<file path="src/rtl/ahbl_sram64_ctrl.sv">
// ahbl_sram64_ctrl: AHB-Lite slave in front of a single-port synchronous
// 64-bit SRAM macro. All legal transfers complete with zero wait states.
// A one-entry write buffer absorbs the collision between a write data phase
// and a read address phase. Illegal size or alignment gets a two-cycle ERROR.
//
// Ports:
//   HCLK, HRESETn           clock, asynchronous active-low reset
//   HSEL..HREADY            AHB-Lite slave inputs (address/control, write data)
//   HREADYOUT, HRESP        slave ready / ERROR response
//   HRDATA                  read data (data phase)
//   SRAMRDATA               macro read data, valid the cycle after a read strobe
//   SRAMCS0, SRAMWEN        macro enable and per-byte write enable
//   SRAMADDR, SRAMWDATA     macro word address and write data
module ahbl_sram64_ctrl #(
  parameter int AW     = 32,
  parameter int ADDR_W = 10
) (
  input  logic              HCLK,
  input  logic              HRESETn,
  input  logic              HSEL,
  input  logic [AW-1:0]     HADDR,
  input  logic [1:0]        HTRANS,
  input  logic              HWRITE,
  input  logic [2:0]        HSIZE,
  input  logic [63:0]       HWDATA,
  input  logic              HREADY,
  output logic              HREADYOUT,
  output logic              HRESP,
  output logic [63:0]       HRDATA,
  input  logic [63:0]       SRAMRDATA,
  output logic [7:0]        SRAMWEN,
  output logic [63:0]       SRAMWDATA,
  output logic              SRAMCS0,
  output logic [ADDR_W-1:0] SRAMADDR
);

  localparam logic [2:0] ST_IDLE = 3'd0;
  localparam logic [2:0] ST_RD   = 3'd1;
  localparam logic [2:0] ST_WR   = 3'd2;
  localparam logic [2:0] ST_ERR1 = 3'd3;
  localparam logic [2:0] ST_ERR2 = 3'd4;

  // 2**size consecutive byte lanes starting at the addressed lane.
  function automatic logic [7:0] lane_mask(input logic [2:0] size, input logic [2:0] lane);
    logic [7:0] base;
    case (size)
      3'd0:    base = 8'h01;
      3'd1:    base = 8'h03;
      3'd2:    base = 8'h0F;
      3'd3:    base = 8'hFF;
      default: base = 8'h00;
    endcase
    return base << lane;
  endfunction

  // Size must fit the 64-bit bus and the address must be naturally aligned.
  function automatic logic is_legal(input logic [2:0] size, input logic [2:0] lane);
    logic ok;
    case (size)
      3'd0:    ok = 1'b1;
      3'd1:    ok = (lane[0] == 1'b0);
      3'd2:    ok = (lane[1:0] == 2'b00);
      3'd3:    ok = (lane == 3'b000);
      default: ok = 1'b0;
    endcase
    return ok;
  endfunction

  logic [2:0]        state_q, state_d;
  logic [ADDR_W-1:0] wr_addr_q, wr_addr_d;
  logic [7:0]        wr_mask_q, wr_mask_d;
  logic [ADDR_W-1:0] rd_addr_q, rd_addr_d;
  logic              buf_valid_q, buf_valid_d;
  logic [ADDR_W-1:0] buf_addr_q, buf_addr_d;
  logic [7:0]        buf_mask_q, buf_mask_d;
  logic [63:0]       buf_data_q, buf_data_d;

  logic              accept_s, legal_s, rd_accept_s, wr_accept_s, err_accept_s;
  logic              wr_due_s, buf_hit_s;
  logic [ADDR_W-1:0] word_addr_s;
  logic [63:0]       rd_merged_s;
  logic              unused_s;

  assign accept_s     = HSEL & HREADY & HTRANS[1];
  assign legal_s      = is_legal(HSIZE, HADDR[2:0]);
  assign rd_accept_s  = accept_s & legal_s & ~HWRITE;
  assign wr_accept_s  = accept_s & legal_s & HWRITE;
  assign err_accept_s = accept_s & ~legal_s;
  // Upper address bits are dropped, so the SRAM aliases across the slot.
  assign word_addr_s  = HADDR[ADDR_W+2:3];
  assign wr_due_s     = (state_q == ST_WR);
  assign buf_hit_s    = buf_valid_q & (buf_addr_q == rd_addr_q);
  assign unused_s     = ^{HADDR[AW-1:ADDR_W+3], HTRANS[0]};

  assign HREADYOUT = (state_q != ST_ERR1);
  assign HRESP     = (state_q == ST_ERR1) | (state_q == ST_ERR2);

  // Next state and address-phase capture of the transfer attributes.
  always_comb begin
    state_d   = ST_IDLE;
    wr_addr_d = wr_addr_q;
    wr_mask_d = wr_mask_q;
    rd_addr_d = rd_addr_q;
    if (state_q == ST_ERR1) begin
      state_d = ST_ERR2;
    end else if (rd_accept_s) begin
      state_d   = ST_RD;
      rd_addr_d = word_addr_s;
    end else if (wr_accept_s) begin
      state_d   = ST_WR;
      wr_addr_d = word_addr_s;
      wr_mask_d = lane_mask(HSIZE, HADDR[2:0]);
    end else if (err_accept_s) begin
      state_d = ST_ERR1;
    end else begin
      state_d = ST_IDLE;
    end
  end

  // Write buffer: fill when a read steals the port from a write data phase,
  // empty on the first cycle the port is otherwise free.
  always_comb begin
    buf_valid_d = buf_valid_q;
    buf_addr_d  = buf_addr_q;
    buf_mask_d  = buf_mask_q;
    buf_data_d  = buf_data_q;
    if (wr_due_s && rd_accept_s) begin
      buf_valid_d = 1'b1;
      buf_addr_d  = wr_addr_q;
      buf_mask_d  = wr_mask_q;
      buf_data_d  = HWDATA;
    end else if (buf_valid_q && !rd_accept_s && !wr_due_s) begin
      buf_valid_d = 1'b0;
    end else begin
      buf_valid_d = buf_valid_q;
    end
  end

  // SRAM port arbitration: read accept, then direct write, then drain.
  always_comb begin
    SRAMCS0   = 1'b0;
    SRAMWEN   = 8'h00;
    SRAMADDR  = {ADDR_W{1'b0}};
    SRAMWDATA = 64'd0;
    if (rd_accept_s) begin
      SRAMCS0  = 1'b1;
      SRAMADDR = word_addr_s;
    end else if (wr_due_s) begin
      SRAMCS0   = 1'b1;
      SRAMWEN   = wr_mask_q;
      SRAMADDR  = wr_addr_q;
      SRAMWDATA = HWDATA;
    end else if (buf_valid_q) begin
      SRAMCS0   = 1'b1;
      SRAMWEN   = buf_mask_q;
      SRAMADDR  = buf_addr_q;
      SRAMWDATA = buf_data_q;
    end else begin
      SRAMCS0 = 1'b0;
    end
  end

  // Read data: SRAM word with any newer buffered bytes for the same word.
  always_comb begin
    rd_merged_s = SRAMRDATA;
    for (int i = 0; i < 8; i++) begin
      if (buf_hit_s && buf_mask_q[i]) begin
        rd_merged_s[i*8 +: 8] = buf_data_q[i*8 +: 8];
      end else begin
        rd_merged_s[i*8 +: 8] = SRAMRDATA[i*8 +: 8];
      end
    end
    if (state_q == ST_RD) begin
      HRDATA = rd_merged_s;
    end else begin
      HRDATA = 64'd0;
    end
  end

  // State registers; reset discards any buffered write.
  always_ff @(posedge HCLK or negedge HRESETn) begin
    if (!HRESETn) begin
      state_q     <= ST_IDLE;
      wr_addr_q   <= {ADDR_W{1'b0}};
      wr_mask_q   <= 8'h00;
      rd_addr_q   <= {ADDR_W{1'b0}};
      buf_valid_q <= 1'b0;
      buf_addr_q  <= {ADDR_W{1'b0}};
      buf_mask_q  <= 8'h00;
      buf_data_q  <= 64'd0;
    end else begin
      state_q     <= state_d;
      wr_addr_q   <= wr_addr_d;
      wr_mask_q   <= wr_mask_d;
      rd_addr_q   <= rd_addr_d;
      buf_valid_q <= buf_valid_d;
      buf_addr_q  <= buf_addr_d;
      buf_mask_q  <= buf_mask_d;
      buf_data_q  <= buf_data_d;
    end
  end

endmodule
</file>
<file path="config.mk">
export PLATFORM = sky130hd
export DESIGN_NAME = ahbl_sram64_ctrl
export DESIGN_NICKNAME = d
export VERILOG_FILES = /design/src/rtl/ahbl_sram64_ctrl.sv
export SDC_FILE = /design/constraint.sdc
export NUM_CORES = 1
export LEC_CHECK = 0
export CAP_MARGIN = 10
export CORE_ASPECT_RATIO = 1.1
export CORE_MARGIN = 2
export CORE_UTILIZATION = 43
export DETAILED_ROUTE_END_ITERATION = 12
export PLACE_DENSITY = 0.82
export SLEW_MARGIN = 20
export SYNTH_ARGS = -nofsm -noshare
export SYNTH_HDL_FRONTEND = slang
export SYNTH_SLANG_ARGS = --single-unit
</file>
<file path="constraint.sdc">
create_clock -name HCLK -period 4.4 [get_ports HCLK]
set_clock_uncertainty 0.15 [all_clocks]
set_input_delay 1.32 -clock HCLK [delete_from_list [all_inputs] [get_ports HCLK]]
set_output_delay 1.32 -clock HCLK [all_outputs]
set_load 0.01 [all_outputs]
</file>
* Yosys cells after proc, flatten, opt, wreduce, memory -nomap -nowiden
Cells that the tools add are included.
Word-level totals: register bits 114, input port bits 170, output and inout port bits 149, logic and storage cells 82
Operators by class: eq/ne operators 9, shift-type cells 1, multiplexer cells 32, bitwise operators 13, reductions and logical operators 19
Operators with widths (count):
- two-way mux 64 bit | 4
- two-way mux 8 bit | 14
- case mux 8 bit (4 select lines) | 1
- two-way mux 10 bit | 3
- equality test 3 x 2 -> 1 bit, second input constant | 4
- logical AND 1 bit | 11
- equality test 10 bit | 1
- << shifter 8 x 3 -> 8 bit | 1
- AND 1 bit | 7
- equality test 3 x 1 -> 1 bit, second input constant | 2
- logical NOT 3 bit | 2
- two-way mux 2 bit | 3
- two-way mux 1 bit | 5
- NOT 1 bit | 5
- case mux 1 bit (4 select lines) | 1
- equality test 3 bit, second input constant | 1
- two-way mux 3 bit | 1
- != test 3 x 2 -> 1 bit, second input constant | 1
- AND reduction 3 bit | 1
- logical NOT 1 bit | 2
- logical NOT 2 bit | 1
- AND reduction 2 bit | 1
- nonzero test 2 bit | 1
- OR 1 bit | 1

* Depth between registers and ports, before layout
Gate-level depths: netlist of run 1.
depth after elaboration 9, gate-level depth with buffers 8, mapped depth without buffers 5

* Worst setup path after synthesis of run 1
OpenSTA, ideal clock, no wires.
path kind input port to output port, start input HSIZE[0], end output SRAMWDATA[0], arrival 2.789 ns, required time 2.930 ns, setup slack 0.141 ns, stages 7, path buffers 3, path through buf_2 -> a21o_1 -> a211oi_2 -> nor3b_4 -> buf_2 -> clkbuf_1 -> a21oi_1
Between the ends: word-level cells in the longest chain between the ends 5, elaborated cells on any way between the ends 8, classes of those cells 3 x eq/ne; 2 x mux; 2 x bitwise; 1 x reduce/logical
Ends and longest elaborated chain:
- from (decl) | RTL line 24 | input logic [2:0] HSIZE,
- equality test 3 x 2 -> 1 bit (tied with other cells) | RTL line 59 | case (size)
- case mux 1 bit (4 select lines) (*) | RTL line 59
- AND 1 bit (*) (2 in a row) | RTL line 86 | assign rd_accept_s = accept_s & legal_s & ~HWRITE;
- two-way mux 64 bit (*) | RTL line 145 | if (rd_accept_s) begin
- to (decl) | RTL line 32 | output logic [63:0] SRAMWDATA,
Every way passes the cells marked *; elsewhere a longest branch is shown, timed or not.

* Worst setup path after layout of run 1
start input HREADY, end output SRAMWDATA[8]
Between the ends: word-level cells in the longest chain between the ends 5
Ends and longest elaborated chain:
- from (decl) | RTL line 26 | input logic HREADY,
- AND 1 bit (2 in a row) | RTL line 84 | assign accept_s = HSEL & HREADY & HTRANS[1];
- AND 1 bit (2 in a row) | RTL line 86
- two-way mux 64 bit | RTL line 145
No other way between the ends.

==> results_dict.tcl, run 1 <==
set metrics [dict create \
    run_status "complete, no violations" \
    critPathKind "primary input to output pin" \
    final_common_cell "clkdlybuf4s50_1" \
    clock-root-buffer "clkbuf_16" \
    switching_share 0.253 \
    syn_area_per_cell_um2 9.41 \
    drt-total-wl_mm 25.3 \
    port_buffers 298 \
    fin_area_mm2 0.0113 \
    ys_seq_area_frac 0.405 \
    finalSetupViolCount 0 \
    p_switching_mw 0.769 \
    cp_data_arrival_time_ns 2.92 \
    p_seq_frac 0.388 \
    rsz0062_at_grt "true" \
    syn_to_final_growth_pct 59.9 \
    worst_slew_pin_slew_ns 0.831 \
    use_met3 0.0611 \
    grtUsageTotal 0.287 \
    holdBufCountCts 0 \
    power_leakage_nw 5.55 \
    dr.first_iter.drc_count 617 \
    vias 7142 \
    cpMostUsedCell "buf_12" \
    startpoint_type "primary input" \
    peakVddDrop_uv 231 \
    die_area_mm2 0.0174 \
    powerDensity_mw_per_mm2 270 \
    layout_min_cycle_time_ns 4.39 \
    mappedNetlistArea_mm2 0.00705 \
    yosysWarnings 0 \
    final_core_util 0.696 \
    yosysUniqueCellTypes 43 \
    place_area_mm2 0.0104 \
    hold_path_class "flip-flop to flip-flop" \
    crit_path_end_kind "output pin" \
    grt_max_degree 85 \
    busiest_layer "met2" \
    cts.path.max_buffers 2 \
    io_pins 319 \
    crit-reg2reg-capture "buf_data_q[15]$_DFFE_PN0P_" \
    cpMaxStageDelayCell "clkdlybuf4s50_1" \
    cts_buffers 17 \
    final_cell_mix "clkdlybuf4s50_1, dfrtp_1, nand2_1" \
    antenna_cells 0 \
    crit_fanout 8 \
    dp_hpwl_mm 16.9 \
    relSlewSlack 0.446 \
    overflow 0 \
    clock_latency_ns 0.41 \
    first_global_vias 7036 \
    grt_pass1_wl_mm 39.6 \
    max-cap-violations 0 \
    hold_violations 0 \
    ff2ff_path_depth 6 \
    globalRouteMet1Util 0.354 \
    whs_path_depth 1 \
    rows 49 \
    synth_cells 749 \
    synth-seq-cells 114 \
    cts_tree "yes" \
    hold_path_end "buf_mask_q[6]$_DFFE_PN0P_" \
    yosysTopAreaCell "dfrtp_1" \
    grtUsageMet2 0.477 \
    clk_pin_slew_ns 0.05 \
    core_region_area_mm2 0.0162 \
    hp-start "buf_mask_q[6]$_DFFE_PN0P_" \
    crit_start "HREADY" \
    cpPeakStageDelay_ns 0.47 \
    dieWidth_um 126 \
    crit_chain "clkdlybuf4s50_1 > nand3_2 > nor3b_4 > buf_6 > buf_12 > buf_12 > buf_16 > a21oi_1 > clkdlybuf4s15_2" \
    nFillCells 1199 \
    slew_violations 0 \
    ys_top_cells_by_area "dfrtp_1, mux2_1, mux2i_1, a21oi_1, nand3_1" \
    antenna_found_initial 1 \
    drc_errors 0 \
    r2r_start "state_q[0]$_DFF_PN0_" \
    multi_input_area_mm2 0.00395 \
    post_drt_wl_per_cell_um 19.7 \
    drt-pass1-iter-count 5 \
    antenna_left 0 \
    num-nets-final 1235 \
    synth_top_area_share 0.405 \
    critPathRequiredTime_ns 2.93 \
    power_frac_clock 0.435 \
    pwr-share-comb 0.177 \
    tns_ns 0 \
    intPower_mw 2.27 \
    finalPower_mw 3.04 \
    die_y_um 138 \
    r2r_setup_slack_ns 2.10 \
    max_freq_ghz 0.228 \
    cts_num_sinks 114 \
    start_util 0.436 \
    gp_congestion 0.866 \
    cts_max_level 4 \
    regArea_mm2 0.00285 \
    vias_per_cell 5.58 \
    drive_gt1_frac 0.178 \
    period_share 0.997 \
    synth.net_count 919 \
]
## synth_stat cells (all sizes together)
library cell	n
and2	2
o21bai	1
nor2b	1
nand2	89
maj3	1
nor3	3
or3b	1
xor2	8
a21o	2
o22ai	1
a21oi	85
a211oi	4
nand3	73
nand3b	1
dfrtp	114
nor2	73
inv	3
o21a	2
and3	11
a211o	1
xnor2	1
o21ai	11
buf	19
nand4	8
clkbuf	42
mux2	109
a22oi	1
a2111oi	1
nor3b	9
mux2i	65
nor4	4
nand2b	2
or3	1
## repair_timing
item | in CTS | in global routing
cloned | 6 | 0
pin swaps | 4 | 3
resized for setup | 291 | 9
setup buffers | 16 | 2
endpoints found under the setup margin | 144 | 69
## cell type report
| class | count | share of cell area |
|---|---|---|
| Sequential cell | 114 | 0.253 |
| Tap cell | 204 | 0.0226 |
| Timing Repair Buffer | 358 | 0.323 |
| Multi-Input combinational cell | 571 | 0.350 |
| Clock inverter | 5 | 0.00444 |
| Inverter | 3 | 0.000999 |
| Clock buffer | 25 | 0.0457 |
## worst max-delay path, delay by kind of cell
kind,cells,cell delay [ns]
buf+inv,6,1.23
simple gates,2,0.32
compound gates,1,0.04
## worst max-delay path by stage
| stage | to | slack [ns] | cells past startpoint |
|---|---|---|---|
| finish | SRAMWDATA[8] | 0.01 | 9 |
| global route | SRAMWDATA[52] | -0.05 | 10 |
| CTS | SRAMWDATA[48] | 0.001 | 11 |
| detailed placement | SRAMWDATA[48] | -0.59 | 8 |
| global placement | SRAMWDATA[44] | -0.53 | 8 |
| floorplan | SRAMWDATA[0] | 0.14 | 7 |
## metal layers
metal	wire, µm	up-vias
met5	11	-
met4	1040	2
met3	1700	65
met2	12500	318
met1	10000	3479
li1	-	3278
## registers in the layout, indices dropped and copies added (netlist names)
register and flops:
buf_addr_q 10, buf_data_q 64, buf_mask_q 8, buf_valid_q 1
rd_addr_q 10, state_q 3, wr_addr_q 10, wr_mask_q 8
## cell families (layout without fill, tap and decap cells)
logic type | Yosys count | after routing | synth area share
simple gates | 278 | 278 | 0.190
flops | 114 | 114 | 0.405
fa+ha+maj | 1 | 1 | 0.00142
compound gates | 109 | 109 | 0.0829
xor+xnor | 9 | 9 | 0.0112
buf+inv | 64 | 391 | 0.0437
mux | 174 | 174 | 0.266
## stage by stage
stage / setup slack [ns] / std cells / hold WS (ns)
6_report: 0.0147 / 1280 / 0.363
5_1_grt: -0.0542 / 1280 / 0.384
4_1_cts: 0.00113 / 1278 / 0.365
3_5_place_dp: -0.586 / 1226 / 0.353
3_3_place_gp: -0.526 / 1226 / 0.341
2_1_floorplan: 0.141 / 749 / 0.322
## power groups by stage
stage | Combinational, mW | Clock [mW] | Sequential [mW]
2_1_floorplan | 0.218 | 0 | 1.17
3_3_place_gp | 0.507 | 0 | 1.19
3_5_place_dp | 0.517 | 0 | 1.19
4_1_cts | 0.528 | 1.34 | 1.18
5_1_grt | 0.579 | 1.39 | 1.19
6_report | 0.538 | 1.32 | 1.18
Power figures use the tool's default switching activity.
==> run 2, diff against run 1 <==
--- a/config.mk
+++ b/config.mk
@@ -9,8 +9,10 @@
 export CORE_ASPECT_RATIO = 1.1
 export CORE_MARGIN = 2
 export CORE_UTILIZATION = 43
+export CTS_CLUSTER_DIAMETER = 200
 export DETAILED_ROUTE_END_ITERATION = 12
 export PLACE_DENSITY = 0.82
+export SKIP_CTS_REPAIR_TIMING = 1
 export SLEW_MARGIN = 20
 export SYNTH_ARGS = -nofsm -noshare
 export SYNTH_HDL_FRONTEND = slang
==> results_dict.tcl, run 2 (synthesis results as in run 1) <==
set metrics [dict create \
    syn_to_final_growth_pct 58.4 \
    cts.path.max_buffers 2 \
    fin_area_mm2 0.0112 \
    start_util 0.436 \
    dr.first_iter.drc_count 583 \
    final_common_cell "clkdlybuf4s50_1" \
    pre_cts_ws_ns -0.586 \
    drt-total-wl_mm 24.7 \
    vias_per_cell 5.52 \
    die_area_mm2 0.0174 \
    max-cap-violations 0 \
    layout_min_cycle_time_ns 4.39 \
    finalSetupViolCount 0 \
    crit_chain "clkdlybuf4s50_1 > nand3_2 > nor3b_4 > buf_6 > buf_4 > buf_4 > buf_12 > a21oi_1 > dlymetal6s2s_1" \
    num-nets-final 1227 \
    gp_congestion 0.866 \
    cpPeakStageDelay_ns 0.48 \
    largest_reg_flops 64 \
    crit_path_end_kind "output pin" \
    nFillCells 1213 \
    crit_buf_inv 6 \
    hold_path_class "flip-flop to flip-flop" \
    first_global_vias 6776 \
    max_freq_ghz 0.228 \
    hold_violations 0 \
    relSlewSlack 0.453 \
    port_buffers 298 \
    dp_hpwl_mm 16.9 \
    run_status "complete, no violations" \
    final_cell_mix "clkdlybuf4s50_1, dfrtp_1, nand2_1" \
    r2r_start "state_q[0]$_DFF_PN0_" \
    period_share 0.998 \
    critPathTopFamily "buffers and inverters" \
    antenna_cells 0 \
    power_leakage_nw 6.10 \
    drc_errors 0 \
    cpMostUsedCell "buf_4" \
    grt_max_degree 85 \
    grtUsageTotal 0.271 \
    cts_tree "yes" \
    vias 7019 \
    antenna_left 0 \
    antenna_found_initial 0 \
    final_core_util 0.690 \
    switching_share 0.250 \
    overflow 0 \
    busiest_layer "met2" \
    drt-pass1-iter-count 5 \
    cts_num_sinks 114 \
    post_drt_wl_per_cell_um 19.4 \
    setup_slack_ns 0.00670 \
    globalRouteMet1Util 0.337 \
    peakVddDrop_uv 228 \
    powerDensity_mw_per_mm2 271 \
    hp-start "buf_data_q[12]$_DFFE_PN0P_" \
    top_register "buf_data_q" \
    die_y_um 138 \
    hold_ws_ns 0.364 \
    slew_violations 0 \
    crit_start "HREADY" \
    place_area_mm2 0.0104 \
    clk_pin_slew_ns 0.05 \
    io_pins 319 \
    p_switching_mw 0.759 \
    use_met3 0.0577 \
    power_frac_clock 0.435 \
    worst_slew_pin_slew_ns 0.820 \
    cp_data_arrival_time_ns 2.92 \
    rows 49 \
    cpMaxStageDelayCell "clkdlybuf4s50_1" \
    pwr-share-comb 0.176 \
    critPathKind "primary input to output pin" \
    crit_fanout 14 \
    dieWidth_um 126 \
    cts_buffers 17 \
    p_seq_frac 0.389 \
    grtUsageMet2 0.454 \
    clock-root-buffer "clkbuf_16" \
    tns_ns 0 \
    clock_latency_ns 0.41 \
    core_region_area_mm2 0.0162 \
    cts_max_level 4 \
    grt_pass1_wl_mm 37.5 \
    startpoint_type "primary input" \
    intPower_mw 2.27 \
    drive_gt1_frac 0.166 \
    critPathRequiredTime_ns 2.93 \
]
-- run 2: power by group through the flow --
stage / clock network (mW) / logic [mW] / registers (mW)
CTS: 1.34 / 0.520 / 1.18
global route: 1.39 / 0.574 / 1.19
finish: 1.32 / 0.533 / 1.18
detailed placement: 0 / 0.517 / 1.19
global placement: 0 / 0.507 / 1.19
floorplan: 0 / 0.218 / 1.17
-- run 2: final timing paths --
kind	to	slack [ns]	cells past startpoint
worst min register to register	buf_data_q[12]$_DFFE_PN0P_	0.36	1
min in group asynchronous	buf_data_q[52]$_DFFE_PN0P_	0.85	1
worst min-delay path	buf_data_q[12]$_DFFE_PN0P_	0.36	1
max in group asynchronous	buf_data_q[8]$_DFFE_PN0P_	2.46	2
worst max-delay path	SRAMWDATA[26]	0.007	9
worst max register to register	buf_data_q[28]$_DFFE_PN0P_	2.11	6
-- run 2: worst register-to-register path, delay by kind of cell, from the launching register on --
family | cells | cell delay (ns)
buffers and inverters | 2 | 0.48
DFF | 1 | 0.39
muxes | 1 | 0.36
and+or+nand+nor | 3 | 0.80
-- run 2: cell type report --
class / count / area (µm²) / area share
Tap cell: 204 / 255 / 0.0229
Clock inverter: 5 / 50.0 / 0.00448
Timing Repair Buffer: 350 / 3540 / 0.317
Multi-Input combinational cell: 571 / 3940 / 0.353
Clock buffer: 25 / 515 / 0.0462
Sequential cell: 114 / 2850 / 0.256
Inverter: 3 / 11.3 / 0.00101
-- run 2: layer usage --
metal | vias up | share of wire
met3 | 54 | 0.063
li1 | 3250 | -
met1 | 3405 | 0.40
met5 | - | 0
met2 | 310 | 0.50
met4 | 0 | 0.035
-- run 2: per-stage QoR --
stage	cells	power [mW]
floorplan	749	1.39
global placement	1226	1.69
detailed placement	1226	1.71
CTS	1256	3.03
global route	1272	3.15
finish	1272	3.03
==> RTL edit: new RTL, flow settings as in run 2 <==
Change the parameter `ADDR_W` from 10 to 11.
--- a/src/rtl/ahbl_sram64_ctrl.sv
+++ b/src/rtl/ahbl_sram64_ctrl.sv
@@ -14,5 +14,5 @@
 module ahbl_sram64_ctrl #(
   parameter int AW     = 32,
-  parameter int ADDR_W = 10
+  parameter int ADDR_W = 11
 ) (
   input  logic              HCLK,
Interface: changed (resized SRAMADDR); port bits go from 319 to 320. The function was not compared with the original's and may differ.
==> RTL edit against run 2 <==
  * Final cell count is 9.0% higher
  * The run now ends with negative setup slack left
  * Power is 3.8% higher
  * Area after synthesis is 6.3% higher
  * Wire length is 3.4% higher
  * Clock power is 5% higher
  * Sequential cell count is 3 higher
  * Worst setup slack worse by 0.044 ns
  * Final area is 6.0% higher
  * Largest cell class unchanged
==> RTL edit: results (changes against run 2) <==
Placed design
  • GPL Wtd Cong: 0.824 (-4.8%)
  • Pre-CTS WS: -0.512 ns (+0.0745 ns)

STA
  • Setup ws final: -0.0374 ns (-0.0441 ns)
  • Final setup vio count: 28 (+28)
  • TNS Setup: -0.513 ns (-0.513 ns)
  • Rel. slew slack: 50.5% (+5.1 points)

Worst setup path
  • Critical Path AT: 2.97 ns (+0.05 ns)
  • Slowest stage delay, CP: 0.37 ns (-0.11 ns)
  • Largest fanout on the critical path: 7 (-7)
  • R2R depth: 5 (-1)

Global routing
  • GR Util All Layers: 26.2% (-0.93 points)
  • Vias in the first global route: 7,364 (+8.7%)

Layout
  • Fill cell count: 1,335 (+10%)
  • Layout cells sized above 1: 14.1% (-2.5 points)
  • Nets: 1,309 (+6.7%)

Power
  • Static Leak: 6.01 nW (-1.3%)

Yosys
  • Sequential share of the synthesized area: 39.1% (-1.4 points)
  • Synth area leaders: dfrtp_1, nand2_1, mux2_1, mux2i_1, mux2_2
  • Cell variety after synth: 44 (+2.3%)

Routing
  • Met3 wire len: 1850 µm (+18%)
  • Met2 wire len: 13,000 µm (+5.2%)
  • DRT Pass-1 Iters: 7 (+2)
  • WL met1: 10,000 µm (+1.4%)
  • Final WL: 25,600 µm (+3.4%)
  • Starting DRC count in detailed routing: 544 (-6.7%)

Run status
  • Failing checks: negative setup slack
  • Run status: complete, but fails checks
-- RTL edit: changes by cell type in the layout (fill, tap and decap cells not counted), moves of 13 or more --
| cell | change |
|---|---|
| mux2_1 | -18 |
| clkbuf_2 | -27 |
| dlymetal6s2s_1 | +38 |
| o21ai_0 | +14 |
| mux2_2 | +13 |
| nor2_1 | -69 |
| nand2_1 | +127 |
-- RTL edit: worst register-to-register path, cell delays in order, from the launching register on --
cell and delay (ns):
dfrtp_1 0.43, nor3b_2 0.33, buf_12 0.34, and2_4 0.28
buf_12 0.28, mux2_1 0.40
-- RTL edit: worst paths after layout --
kind | from | endpoint | slack [ns]
max in group asynchronous | HRESETn | buf_addr_q[0]$_DFFE_PN0P_ | 2.48
worst min register to register | buf_data_q[40]$_DFFE_PN0P_ | buf_data_q[40]$_DFFE_PN0P_ | 0.36
worst max-delay path | HSIZE[0] | SRAMWDATA[44] | -0.04
worst max register to register | state_q[1]$_DFF_PN0_ | buf_data_q[39]$_DFFE_PN0P_ | 2.07
worst min-delay path | buf_data_q[40]$_DFFE_PN0P_ | buf_data_q[40]$_DFFE_PN0P_ | 0.36
min in group asynchronous | HRESETn | buf_data_q[56]$_DFFE_PN0P_ | 0.81
-- RTL edit: cells by family (layout without fill, tap and decap cells) --
kind of cell               after synthesis  after routing  share of synthesized area, %
xor gates and xnor gates                11             11                          1.29
adders and majority gates                1              1                         0.134
muxes                                  168            168                          24.2
AOI/OAI and AO/OA                      123            123                          9.14
DFF                                    117            117                          39.1
buffers and inverters                   81            397                          4.84
and+or+nand+nor                        335            335                          21.3
-- RTL edit: report_power, final --
part	leakage [nW]	total, mW	internal [mW]	switching, mW
combinational	4.17	0.547	0.295	0.252
clock	0.290	1.39	0.869	0.517
sequential	1.56	1.21	1.15	0.0580
-- RTL edit: stage by stage --
step / cells / cell area (µm²)
floorplan: 836 / 7490
global placement: 1343 / 10900
detailed placement: 1343 / 10900
CTS: 1375 / 11500
global route: 1386 / 11800
finish: 1386 / 11800
-- RTL edit: metal layers --
layer	vias to the layer above	GRT usage, %
met3	58	6.24
met1	3699	31.3
met4	0	9.68
met5	-	0
li1	3515	-
met2	323	45.5
-- RTL edit: layout make-up --
class	count	area share, %
clock buffer	19	3.83
clock inverter	13	1.24
inverter	11	0.349
multi-input combinational	638	35.7
sequential	117	24.8
tap	234	2.47
timing repair buffer	354	31.7
